==> config.mk <==
export PLATFORM = sky130hd
export DESIGN_NAME = lcd_text_buffer
export DESIGN_NICKNAME = d
export VERILOG_FILES = /design/src/rtl/lcd_text_buffer.sv
export SDC_FILE = /design/constraint.sdc
export NUM_CORES = 1
export LEC_CHECK = 0
export BUFFER_PORTS_ARGS = -buffer_cell sky130_fd_sc_hd__buf_2
export CAP_MARGIN = 20
export CELL_PAD_IN_SITES_DETAIL_PLACEMENT = 1
export CELL_PAD_IN_SITES_GLOBAL_PLACEMENT = 1
export CORE_MARGIN = 8
export CORE_UTILIZATION = 35
export DETAILED_ROUTE_END_ITERATION = 12
export PLACE_DENSITY = 0.62
export SYNTH_ARGS = -nofsm -noshare
export SYNTH_HDL_FRONTEND = slang
export SYNTH_SLANG_ARGS = --single-unit
export TNS_END_PERCENT = 1
==> constraint.sdc <==
create_clock -name clk -period 3.85 [get_ports clk]
set_clock_uncertainty 0.05 [all_clocks]
set_input_delay 0.1925 -clock clk [delete_from_list [all_inputs] [get_ports clk]]
set_output_delay 0.1925 -clock clk [all_outputs]
set_load 0.02 [all_outputs]
==> src/rtl/lcd_text_buffer.sv <==
// Two-line, 16-column character frame buffer feeding the text LCD driver.
// Accepts ASCII/control codes, tracks a cursor and flags content changes.
module lcd_text_buffer #(
    parameter bit         WRAP      = 1'b1,
    parameter logic [7:0] FILL_CHAR = 8'h20
) (
    input  logic       clk,
    input  logic       rst,
    input  logic       in_valid,
    input  logic [7:0] in_char,
    output logic       in_ready,
    input  logic [4:0] rd_addr,
    output logic [7:0] rd_data,
    output logic       upd_req,
    input  logic       upd_ack,
    output logic [4:0] cursor_pos
);

    typedef enum logic {
        S_CLEAR = 1'b0,
        S_IDLE  = 1'b1
    } state_e;

    state_e     state_q, state_d;
    logic [4:0] clr_cnt_q, clr_cnt_d;
    logic [4:0] cursor_q, cursor_d;
    logic       upd_req_q, upd_req_d;
    logic [7:0] rd_data_q, rd_data_d;
    logic [7:0] mem_q [32];

    logic       we;
    logic [4:0] waddr;
    logic [7:0] wdata;
    logic       set_upd;
    logic       is_print;

    assign is_print = (in_char >= 8'h20) && (in_char <= 8'h7E);

    always_comb begin
        state_d   = state_q;
        clr_cnt_d = clr_cnt_q;
        cursor_d  = cursor_q;
        we        = 1'b0;
        waddr     = clr_cnt_q;
        wdata     = FILL_CHAR;
        set_upd   = 1'b0;
        rd_data_d = mem_q[rd_addr];

        case (state_q)
            S_CLEAR: begin
                we        = 1'b1;
                waddr     = clr_cnt_q;
                clr_cnt_d = clr_cnt_q + 5'd1;
                if (clr_cnt_q == 5'd31) begin
                    state_d   = S_IDLE;
                    clr_cnt_d = 5'd0;
                    set_upd   = 1'b1;
                end
            end
            S_IDLE: begin
                if (in_valid) begin
                    if (is_print) begin
                        we      = 1'b1;
                        waddr   = cursor_q;
                        wdata   = in_char;
                        set_upd = 1'b1;
                        if (cursor_q == 5'd31) begin
                            cursor_d = WRAP ? 5'd0 : 5'd31;
                        end else begin
                            cursor_d = cursor_q + 5'd1;
                        end
                    end else begin
                        case (in_char)
                            8'h0A: cursor_d = cursor_q[4] ? 5'd0 : 5'd16;
                            8'h0D: cursor_d = cursor_q[4] ? 5'd16 : 5'd0;
                            8'h08: begin
                                if (cursor_q != 5'd0) begin
                                    cursor_d = cursor_q - 5'd1;
                                    we       = 1'b1;
                                    waddr    = cursor_q - 5'd1;
                                    wdata    = FILL_CHAR;
                                    set_upd  = 1'b1;
                                end
                            end
                            8'h0C: begin
                                cursor_d  = 5'd0;
                                clr_cnt_d = 5'd0;
                                state_d   = S_CLEAR;
                            end
                            default: ;
                        endcase
                    end
                end
            end
            default: state_d = S_CLEAR;
        endcase

        // A new modification outranks an acknowledge in the same cycle.
        upd_req_d = (upd_req_q && !upd_ack) || set_upd;
    end

    always_ff @(posedge clk or negedge rst) begin
        if (!rst) begin
            state_q   <= S_CLEAR;
            clr_cnt_q <= 5'd0;
            cursor_q  <= 5'd0;
            upd_req_q <= 1'b0;
            rd_data_q <= 8'h00;
        end else begin
            state_q   <= state_d;
            clr_cnt_q <= clr_cnt_d;
            cursor_q  <= cursor_d;
            upd_req_q <= upd_req_d;
            rd_data_q <= rd_data_d;
        end
    end

    always_ff @(posedge clk) begin
        if (we) begin
            mem_q[waddr] <= wdata;
        end
    end

    assign in_ready   = (state_q == S_IDLE);
    assign rd_data    = rd_data_q;
    assign upd_req    = upd_req_q;
    assign cursor_pos = cursor_q;

endmodule

## Word-level counts from Yosys, hierarchy flattened

Memory sizes are Yosys's and may differ from the RTL's. A register that Yosys moved wholly into a read port is not among the register bits.
Index checks and enable logic that the tools add are counted.

- $add $sub $neg: 3
- Multiply operators: 0
- Div/mod/pow operators: 0
- Order comparisons: 2
- Equal/unequal tests: 10
- Shifts and indexed selects: 0
- Muxes and demuxes: 32
- Bitwise logic cells: 1
- Reduce and logical (&&, ||, !) cells: 9

Operators with widths:

| kind | number |
|---|---|
| 5-bit two-way mux | 13 |
| 8-bit by 4-bit == test with 1-bit output, second input constant | 4 |
| 8-bit two-way mux | 3 |
| 5-bit case mux with 2 select lines | 2 |
| 5-bit case mux with 4 select lines | 1 |
| 5-bit by 1-bit adder with 5-bit output, second input constant | 2 |
| 5-bit == test, second input constant | 2 |
| 1-bit two-way mux | 10 |
| 5-bit nonzero test | 2 |
| 8-bit by 6-bit >= comparator with 1-bit output, second input constant | 1 |
| 8-bit by 7-bit less-or-equal comparator with 1-bit output, second input constant | 1 |
| 1-bit case mux with 2 select lines | 3 |
| 5-bit by 1-bit subtractor with 5-bit output, second input constant | 1 |
| 2-bit != test, second input constant | 2 |
| 4-bit AND reduction | 1 |
| 3-bit != test, second input constant | 1 |
| 3-bit AND reduction | 1 |
| 1-bit logical AND | 2 |
| 1-bit zero test | 2 |
| 2-bit by 1-bit != test with 1-bit output, second input constant | 1 |
| 1-bit logical OR | 1 |
| 1-bit NOT | 1 |

- Flip-flop bits (word level): 12
- Latch bits: 0
- Bits in writable memories: 256
- ROM bits: 0
- Bits of input ports: 17
- Output and inout bits: 15
- Logic and storage cells: 62
- Memories: 1

Memories:

| name | words | bits a word | rd ports | clocked after memory_dff | wr ports | line | RTL |
|---|---|---|---|---|---|---|---|
| mem_q | 32 | 8 | 1 | 1 | 1 | 29 | `logic [7:0] mem_q [32];` |

## Depth between registers and ports, before layout

Gate-level depths: netlist of run 1.

- Depth in word-level cells: 8
- Mapped depth: 9
- Mapped depth without buffers: 8

## Worst setup path after synthesis of run 1

No wires, ideal clock.

- Kind: reg-to-reg
- Start point: register cursor_q[0] (netlist: cursor_pos[0])
- End point: memory mem_q[20][0], enable pin
- Library setup time: 0.370 ns
- Data arrival time: 2.873 ns
- Data required time: 3.430 ns
- Path slack: 0.556 ns
- Cell stages (with the launch flop): 10
- Path buffers: 1
- Clock period less this slack: 3.294 ns
- Cells stage by stage: dfrtp_1 > clkbuf_1 > inv_1 > ha_1 > nor4b_1 > or4_4 > a2bb2oi_1 > o221a_2 > nand2_4 > nor2_1

- Cells in the longest elaborated chain, start to end: 8
- Elaborated cells between the ends (all ways): 14
- Classes of those cells: add/sub: 1; mux: 12; reduce/logical: 1

Ends and longest elaborated chain:

| what | line | RTL |
|---|---|---|
| start, declared | 26 | `logic [4:0] cursor_q, cursor_d;` |
| start signal, assigned | 112 | `cursor_q <= cursor_d;` |
| branches (longest 8 deep; another with 5-bit by 1-bit subtractor with 5-bit output) | -- |  |
| end, declared | 29 |  |

Parallel ways; which one is timed is not known.

## Worst setup path in the final report of run 1

- Start point: register cursor_q[0] (netlist: cursor_pos[0])
- End point: memory mem_q[26][1], enable pin

Same word-level chain as after synthesis.

==> results of run 1 <==
layout by cell type, fill, tap and decap left out, types with 5 or more instances in the layout:
master / n
edfxtp_1: 256
mux4_2: 80
nor2_1: 39
buf_4: 36
conb_1: 32
buf_2: 30
clkbuf_16: 29
dfrtp_1: 20
nand2_1: 15
mux2_2: 9
o21ai_0: 9
clkinv_1: 8
nand3_1: 7
and3_1: 6
inv_1: 6
nand3b_1: 6
ha_1: 6
nor3_1: 5
clkinv_2: 5
area by class of cell:
type / instances / share of cell area
sequential: 276 / 0.621
multi-input combinational: 277 / 0.235
clock buffer: 33 / 0.0561
tap: 402 / 0.0381
timing repair buffer: 70 / 0.0364
clock inverter: 21 / 0.0125
inverter: 6 / 0.00171
cell families after synthesis:
family / count (synthesis) / share of synthesized area
adder cells (fa/ha/maj): 6 / 0.00665
multiplexers: 92 / 0.171
flip-flops: 276 / 0.725
other: 1 / 0.000332
buffers and inverters: 31 / 0.0117
AO/OA/AOI/OAI: 45 / 0.0366
AND/OR/NAND/NOR: 102 / 0.0480
per-layer routing:
metal  share of wire  global-route usage
met5               0                   0
met4           0.018              0.0331
met3           0.043              0.0227
met2            0.48               0.217
met1            0.46               0.186
worst max-delay path: stages (launching register included):
cell and delay [ps]:
dfrtp_1 520, inv_1 180, ha_1 220, nor4b_2 180, or4_4 510, o21ai_4 140, o221a_2 290, nand3_1 190
nor2_1 620
state kept, by name, summed over array words and instances, names as in the netlist:
| signal | flops |
|---|---|
| rd_data | 8 |
| mem_q | 256 |
| clr_cnt_q | 5 |
| upd_req | 1 |
| cursor_pos | 5 |
| in_ready | 1 |
power breakdown:
group          switching [mW]  leakage [nW]  internal [mW]
Clock                    1.15         0.441           1.52
Combinational           0.390          1.39          0.264
Sequential             0.0815          2.58           3.36
Total                    1.62          4.41           5.14
cell usage after synthesis (all sizes together) (2+ instances only):
library cell	n
edfxtp	256
mux4	80
nor2	41
dfrtp	20
nand2	19
clkbuf	13
buf	12
o21ai	10
mux2	9
and3	7
nand3	7
ha	6
inv	6
nand3b	6
nor3	5
a21oi	4
a22o	4
o221ai	4
a221o	3
mux2i	3
nor4	3
o22ai	3
a221oi	2
and2	2
nand4	2
nor2b	2
o221a	2
o41ai	2
or2	2
or4	2
metrics by stage:
step | hold WS (ps) | instances
floorplan | -153 | 584
global placement | 158 | 1029
detailed placement | 176 | 1029
CTS | 11.3 | 1085
global route | 37.7 | 1085
finish | 36.5 | 1085
final timing paths:
path	startpoint	to	slack (ps)	cells after the start
worst min-delay path	rd_addr[4]	rd_data[1]$_DFF_PN0_	40	2
worst max register to register	cursor_pos[0]$_DFFE_PN0P_	mem_q[26][1]$_DFFE_PP_	570	8
worst max-delay path	cursor_pos[0]$_DFFE_PN0P_	mem_q[26][1]$_DFFE_PP_	570	8
max in group asynchronous	rst	rd_data[4]$_DFF_PN0_	3220	2
worst min register to register	clr_cnt_q[4]$_DFFE_PN0P_	clr_cnt_q[4]$_DFFE_PN0P_	510	1
min in group asynchronous	rst	cursor_pos[1]$_DFFE_PN0P_	130	2
repair_timing:
item,in CTS,in global routing
endpoints found under the setup margin,0,16
gates resized for setup,0,2
hold buffers,2,0
endpoints found under the hold margin,21,0
==> flow_summary.ini, run 1 <==
[setup_path]
cp_data_arrival_time_ps = 3400
cp.required_ps = 3970
worstPathMaxFanout = 10
endpoint_kind = flip-flop
cp-start-kind = flip-flop
crit_type = flip-flop to flip-flop

[routing]
first_pass_iters = 5
vias = 5609
dr.first_iter.drc_count = 437
wirelength_um = 25500
route.detailed.wl_per_inst_um = 23.5
final_antenna_net_count = 0
viasPerCell = 5.17
drc = 0

[yosys]
synth.area.top_cells = edfxtp_1, mux4_2, dfrtp_1
avgSynthCellArea_um2 = 20.4
seq_area_frac_synth = 0.725
synth_area_mm2 = 0.0113
synthArstFlopShare = 0.0725
yosysTopAreaCellShare = 0.681
synthFlopType = edfxtp_1
yosys.area.top_type = edfxtp_1
synth_cell_types = 56
ys_ff_latch = 276
synth-edff-count = 256
syn-instance-count = 553
ys_warn_count = 0

[worst_hold_path]
hold_class = input pin to flip-flop

[cells_and_area]
antenna_cells = 0
drive_gt1_frac = 0.325
nNetsFinal = 683
area_growth_pct = 16.9
final_util = 0.417
regArea_mm2 = 0.00819
fillers = 3003
multiInputGateArea_mm2 = 0.00309
fin_area_mm2 = 0.0132

[floorplan]
rows = 65
chipHeight_um = 196
ios = 32
core_mm2 = 0.0316
die_area_mm2 = 0.0383
fp.dieW_um = 196
start_util = 0.357

[place]
dp_hpwl_um = 17000
pre_cts_slack_ps = 234
numPortBuffers = 31
gp_congestion = 0.797
dpl-instance-area_mm2 = 0.0123

[clocking]
clk_pin_slew_ps = 60
clock_sinks = 276
clk_path_buf_depth = 3
numCtsBuffers = 29
cts_tree = built
cts_setup_buffers = 0
clock_tree.root_cell = clkbuf_16
ctsHtreeMaxLevel = 1
clock_latency_ps = 540

[sta]
fin_crit_ps = 3280
fin_crit_sh = 0.853
slew_headroom = 0.366
worst_pin_slew_ps = 950
hold_viol_final = 0
fmax_mhz = 305
setup-tns-final_ps = 0
maxSlewViolCount = 0
grt_setup_unrepaired = no
final-setup-viol-count = 0
worst_slack_ps = 568

[flow_run]
maxCapViolations = 0

[grt]
overflow = 0
grt_use_total = 0.134
first_global_vias = 6158
antenna_found_initial = 0
grt_max_degree = 65
grt_pass1_wl_um = 39100

[pwr]
fin_total_pwr_mw = 6.76
power_density_mw_per_mm2 = 512
ir_drop_mv = 0.282
leakagePower_nw = 4.41

[status]
status = finished clean
No activity file was read; power rests on OpenSTA's default activity.
==> inputs of run 2 (changes only) <==
Settings changed: CORE_MARGIN 8 to 3, PLACE_DENSITY 0.62 to unset, PLACE_DENSITY_LB_ADDON set to 0.08.
==> run 2 against run 1 <==
Compared with the run above: clock power rose by 11%; power increased by 4.7%; critical path depth rose by 1; fmax decreased by 4.5%; combinational power rose by 3%; die area shrank 10%; cell count is 1.1% higher; non-clock buffer count increased by 8; largest cell class unchanged; largest power group unchanged.
==> flow_summary.ini, run 2 (synthesized netlist as in run 1, its figures left out) <==
[cells_and_area]
most-common-layout-cells = edfxtp_1, mux4_2, buf_4, nor2_1, conb_1
nNetsFinal = 693
fin_area_mm2 = 0.0134
regMostFlops = mem_q
final_common_cell = edfxtp_1
drive_gt1_frac = 0.332
antenna_cells = 0
fillers = 3003
area_growth_pct = 18.5
largest_reg_flops = 256

[clocking]
clock_latency_ps = 550
clk_path_buf_depth = 3
cts_resized = 0
cts_setup_buffers = 0
cts_tree = built
ctsHtreeMaxLevel = 1
clock_sinks = 276
clock_tree.root_cell = clkbuf_16
clk_pin_slew_ps = 60
numCtsBuffers = 31

[floorplan]
chipHeight_um = 186
fp.dieW_um = 186
rows = 65
die_area_mm2 = 0.0344
ios = 32
start_util = 0.357
core_mm2 = 0.0316

[sta]
slew_headroom = 0.343
hold_viol_final = 0
maxSlewViolCount = 0
fin_crit_sh = 0.893
setup-tns-final_ps = 0
fin_crit_ps = 3440
grt_setup_unrepaired = no
worst_pin_slew_ps = 985
final-setup-viol-count = 0
worst_slack_ps = 412
fmax_mhz = 291

[grt]
antenna_found_initial = 0
grt_use_total = 0.162
first_global_vias = 6159
overflow = 0
grt_pass1_wl_um = 41100
grt_max_degree = 33

[setup_path]
cp_data_arrival_time_ps = 3550
worstPathMaxFanout = 10
r2r_slack_ps = 410
cp.required_ps = 3960
endpoint_kind = flip-flop
r2r_start = cursor_pos[0]$_DFFE_PN0P_
r2r-end = mem_q[26][5]$_DFFE_PP_
crit_type = flip-flop to flip-flop
cp-start-kind = flip-flop
r2r_cells = 9

[worst_hold_path]
min_from = in_char[2]
hold_path_end = cursor_pos[4]$_DFFE_PN0P_
hold_class = input pin to flip-flop
hold_depth = 4

[routing]
final_antenna_net_count = 0
route.detailed.wl_per_inst_um = 24.7
vias = 5657
drc = 0
first_pass_iters = 4
viasPerCell = 5.16
wirelength_um = 27100
dr.first_iter.drc_count = 368

[pwr]
fin_total_pwr_mw = 7.08
leakagePower_nw = 4.51
power_density_mw_per_mm2 = 529
ir_drop_mv = 0.325

[place]
gp_congestion = 0.786
dp_hpwl_um = 18100
pre_cts_slack_ps = 395
numPortBuffers = 31
dpl-instance-area_mm2 = 0.0123

[flow_run]
maxCapViolations = 0

[status]
status = finished clean
-- run 2: final cells by class --
class / instances / area (µm²) / share of cell area
sequential: 276 / 8190 / 0.612
tap: 402 / 503 / 0.0376
clock inverter: 14 / 175 / 0.0131
timing repair buffer: 78 / 543 / 0.0406
multi-input combinational: 277 / 3090 / 0.231
inverter: 6 / 22.5 / 0.00168
clock buffer: 44 / 855 / 0.0639
-- run 2: per-layer routing --
layer / GRT usage / vias to the layer above / wire [µm]
li1: - / 2520 / -
met1: 0.230 / 3016 / 12600
met2: 0.270 / 89 / 13200
met3: 0.0252 / 32 / 980
met4: 0.0316 / 0 / 391
met5: 0 / - / 0
-- run 2: worst max path at each step --
| stage | cells past startpoint | from | endpoint |
|---|---|---|---|
| 2_1_floorplan | 9 | cursor_pos[0]$_DFFE_PN0P_ | mem_q[20][0]$_DFFE_PP_ |
| 3_3_place_gp | 9 | cursor_pos[0]$_DFFE_PN0P_ | mem_q[26][1]$_DFFE_PP_ |
| 3_5_place_dp | 9 | cursor_pos[0]$_DFFE_PN0P_ | mem_q[26][5]$_DFFE_PP_ |
| 4_1_cts | 9 | cursor_pos[0]$_DFFE_PN0P_ | mem_q[26][5]$_DFFE_PP_ |
| 5_1_grt | 9 | cursor_pos[0]$_DFFE_PN0P_ | mem_q[26][3]$_DFFE_PP_ |
| 6_report | 9 | cursor_pos[0]$_DFFE_PN0P_ | mem_q[26][5]$_DFFE_PP_ |
-- run 2: metrics by stage --
| stage | hold slack (ps) | std cells | util |
|---|---|---|---|
| global placement | 168 | 1036 | 0.389 |
| detailed placement | 184 | 1036 | 0.389 |
| global route | 89.7 | 1097 | 0.423 |
| floorplan | -153 | 584 | - |
| finish | 75.5 | 1097 | 0.423 |
| CTS | 56.8 | 1097 | 0.423 |
-- run 2: what timing repair did --
item	in CTS	in global routing
endpoints found under the setup margin	0	0
hold endpoints to repair	29	0
hold buffers	3	0
-- run 2: critical path, cell delays in order, from the launching register on --
cell and delay [ps]:
dfrtp_1 510, inv_1 180, ha_1 220, nor4b_1 140, buf_4 170, or4_4 480, o22ai_2 200, a221o_1 280
nand2_2 160, nor2_1 680
-- run 2: report_power, final --
part	total (mW)	switching, mW	leakage [nW]	internal (mW)
registers	3.44	0.0777	2.58	3.36
clock network	2.97	1.16	0.508	1.81
logic	0.671	0.400	1.43	0.271
total	7.08	1.64	4.51	5.44
==> inputs of run 3 (changes only) <==
Settings changed: MAX_ROUTING_LAYER set to met4.
==> run 3 against run 2 <==
Compared with the run above: combinational power hardly changed; critical path depth stayed put; non-clock buffer count stayed put; critical path type unchanged; largest power group unchanged.
==> flow_summary.ini, run 3 (synthesized netlist as in run 1, its figures left out) <==
[pwr]
p_int_mw = 5.44
power_density_mw_per_mm2 = 529
switchingPower_mw = 1.63
p_sw_frac = 0.231
ir_drop_mv = 0.324
power_frac_comb = 0.095
pwr-share-clk = 0.419
leakagePower_nw = 4.51
p_seq_frac = 0.486

[cells_and_area]
final_cells = 1097
final_common_cell = edfxtp_1
drive_gt1_frac = 0.332
fin_area_mm2 = 0.0134
area_growth_pct = 18.5
most-common-layout-cells = edfxtp_1, mux4_2, buf_4, nor2_1, conb_1
nNetsFinal = 693
regMostFlops = mem_q
fillers = 3003
antenna_cells = 0
largest_reg_flops = 256

[floorplan]
chipHeight_um = 186
rows = 65
core_mm2 = 0.0316
fp.dieW_um = 186
die_area_mm2 = 0.0344
start_util = 0.357
ios = 32

[place]
dp_hpwl_um = 18100
dpl-instance-area_mm2 = 0.0123
gp_congestion = 0.797
pre_cts_slack_ps = 395
dpl.cell_count = 1036
numPortBuffers = 31

[setup_path]
slowest_stage = nor2_1
endpoint_kind = flip-flop
worstPathMaxFanout = 10
crit_type = flip-flop to flip-flop
crit_chain = inv_1 > ha_1 > nor4b_1 > buf_4 > or4_4 > o22ai_2 > a221o_1 > nand2_2 > nor2_1
cp_num_buf_inv = 2
r2r_start = cursor_pos[0]$_DFFE_PN0P_
cp.required_ps = 3960
cp_data_arrival_time_ps = 3520
cp-start-kind = flip-flop
slowest_delay_ps = 640
cp_top_family = simple AND/OR/NAND/NOR gates
setup.worst_path.start = cursor_pos[0]$_DFFE_PN0P_

[clocking]
numCtsBuffers = 31
cts_resized = 0
clk_path_buf_depth = 3
clock_sinks = 276
clk_pin_slew_ps = 60
cts_tree = built
clock_tree.root_cell = clkbuf_16
ctsHtreeMaxLevel = 1
clock_latency_ps = 550

[status]
status = finished clean

[grt]
overflow = 0
grt_use_total = 0.167
grt_pass1_wl_um = 41100
grt_max_degree = 33
first_global_vias = 6149
antenna_found_initial = 0

[sta]
setup-tns-final_ps = 0
hold_viol_final = 0
worst_slack_ps = 442
fin_crit_sh = 0.885
worst_pin_slew_ps = 1000
whs_ps = 79.7
maxSlewViolCount = 0
slew_headroom = 0.331
fin_crit_ps = 3410
grt_setup_unrepaired = no
final-setup-viol-count = 0
fmax_mhz = 293

[routing]
first_pass_iters = 4
dr.first_iter.drc_count = 319
drc = 0
wirelength_um = 27200
final_antenna_net_count = 0
route.detailed.wl_per_inst_um = 24.8
vias = 5651
viasPerCell = 5.15

[flow_run]
maxCapViolations = 0

[worst_hold_path]
min_from = in_char[2]
hold_class = input pin to flip-flop
## run 3: area by class of cell
class	count	area (µm²)	share of cell area
Clock inverter	14	175	0.0131
Inverter	6	22.5	0.00168
Timing Repair Buffer	78	543	0.0406
Sequential cell	276	8190	0.612
Multi-Input combinational cell	277	3090	0.231
Tap cell	402	503	0.0376
Clock buffer	44	855	0.0639
## run 3: worst paths after layout
| path | to | slack, ps | cells after the start |
|---|---|---|---|
| max reg2reg | mem_q[26][5]$_DFFE_PP_ | 440 | 9 |
| min | cursor_pos[4]$_DFFE_PN0P_ | 80 | 4 |
| max in group asynchronous | cursor_pos[2]$_DFFE_PN0P_ | 3170 | 2 |
| max | mem_q[26][5]$_DFFE_PP_ | 440 | 9 |
| min reg2reg | clr_cnt_q[3]$_DFFE_PN0P_ | 500 | 1 |
| min in group asynchronous | cursor_pos[4]$_DFFE_PN0P_ | 150 | 2 |
## run 3: power by group through the flow
| stage | sequential, mW | clock, mW | combinational (mW) |
|---|---|---|---|
| floorplan | 3.49 | 0 | 0.427 |
| global placement | 3.49 | 0 | 0.670 |
| detailed placement | 3.50 | 0 | 0.684 |
| CTS | 3.44 | 3.04 | 0.689 |
| global route | 3.45 | 3.16 | 0.736 |
| finish | 3.44 | 2.96 | 0.673 |
## run 3: routing by layer
layer / global-route usage / up-vias / routed length [µm]
met3: 0.0248 / 29 / 907
li1: - / 2517 / -
met2: 0.270 / 89 / 13200
met5: - / - / 0
met1: 0.231 / 3016 / 12700
met4: 0.0316 / 0 / 353
## run 3: worst reg2reg max path, stage by stage, from the launching register on
cell and delay [ps]:
dfrtp_1 520, inv_1 180, ha_1 220, nor4b_1 140, buf_4 170, or4_4 480
o22ai_2 200, a221o_1 280, nand2_2 150, nor2_1 640
## run 3: timing repair
| action | 4_1_cts | 5_1_grt |
|---|---|---|
| hold buffers | 3 | 0 |
| hold endpoints to repair | 29 | 0 |
| buffers inserted | 0 | 0 |
## run 3: per-stage QoR
step	power, mW	util
floorplan	3.92	-
global placement	4.16	0.389
detailed placement	4.18	0.389
CTS	7.17	0.423
global route	7.34	0.423
finish	7.07	0.423
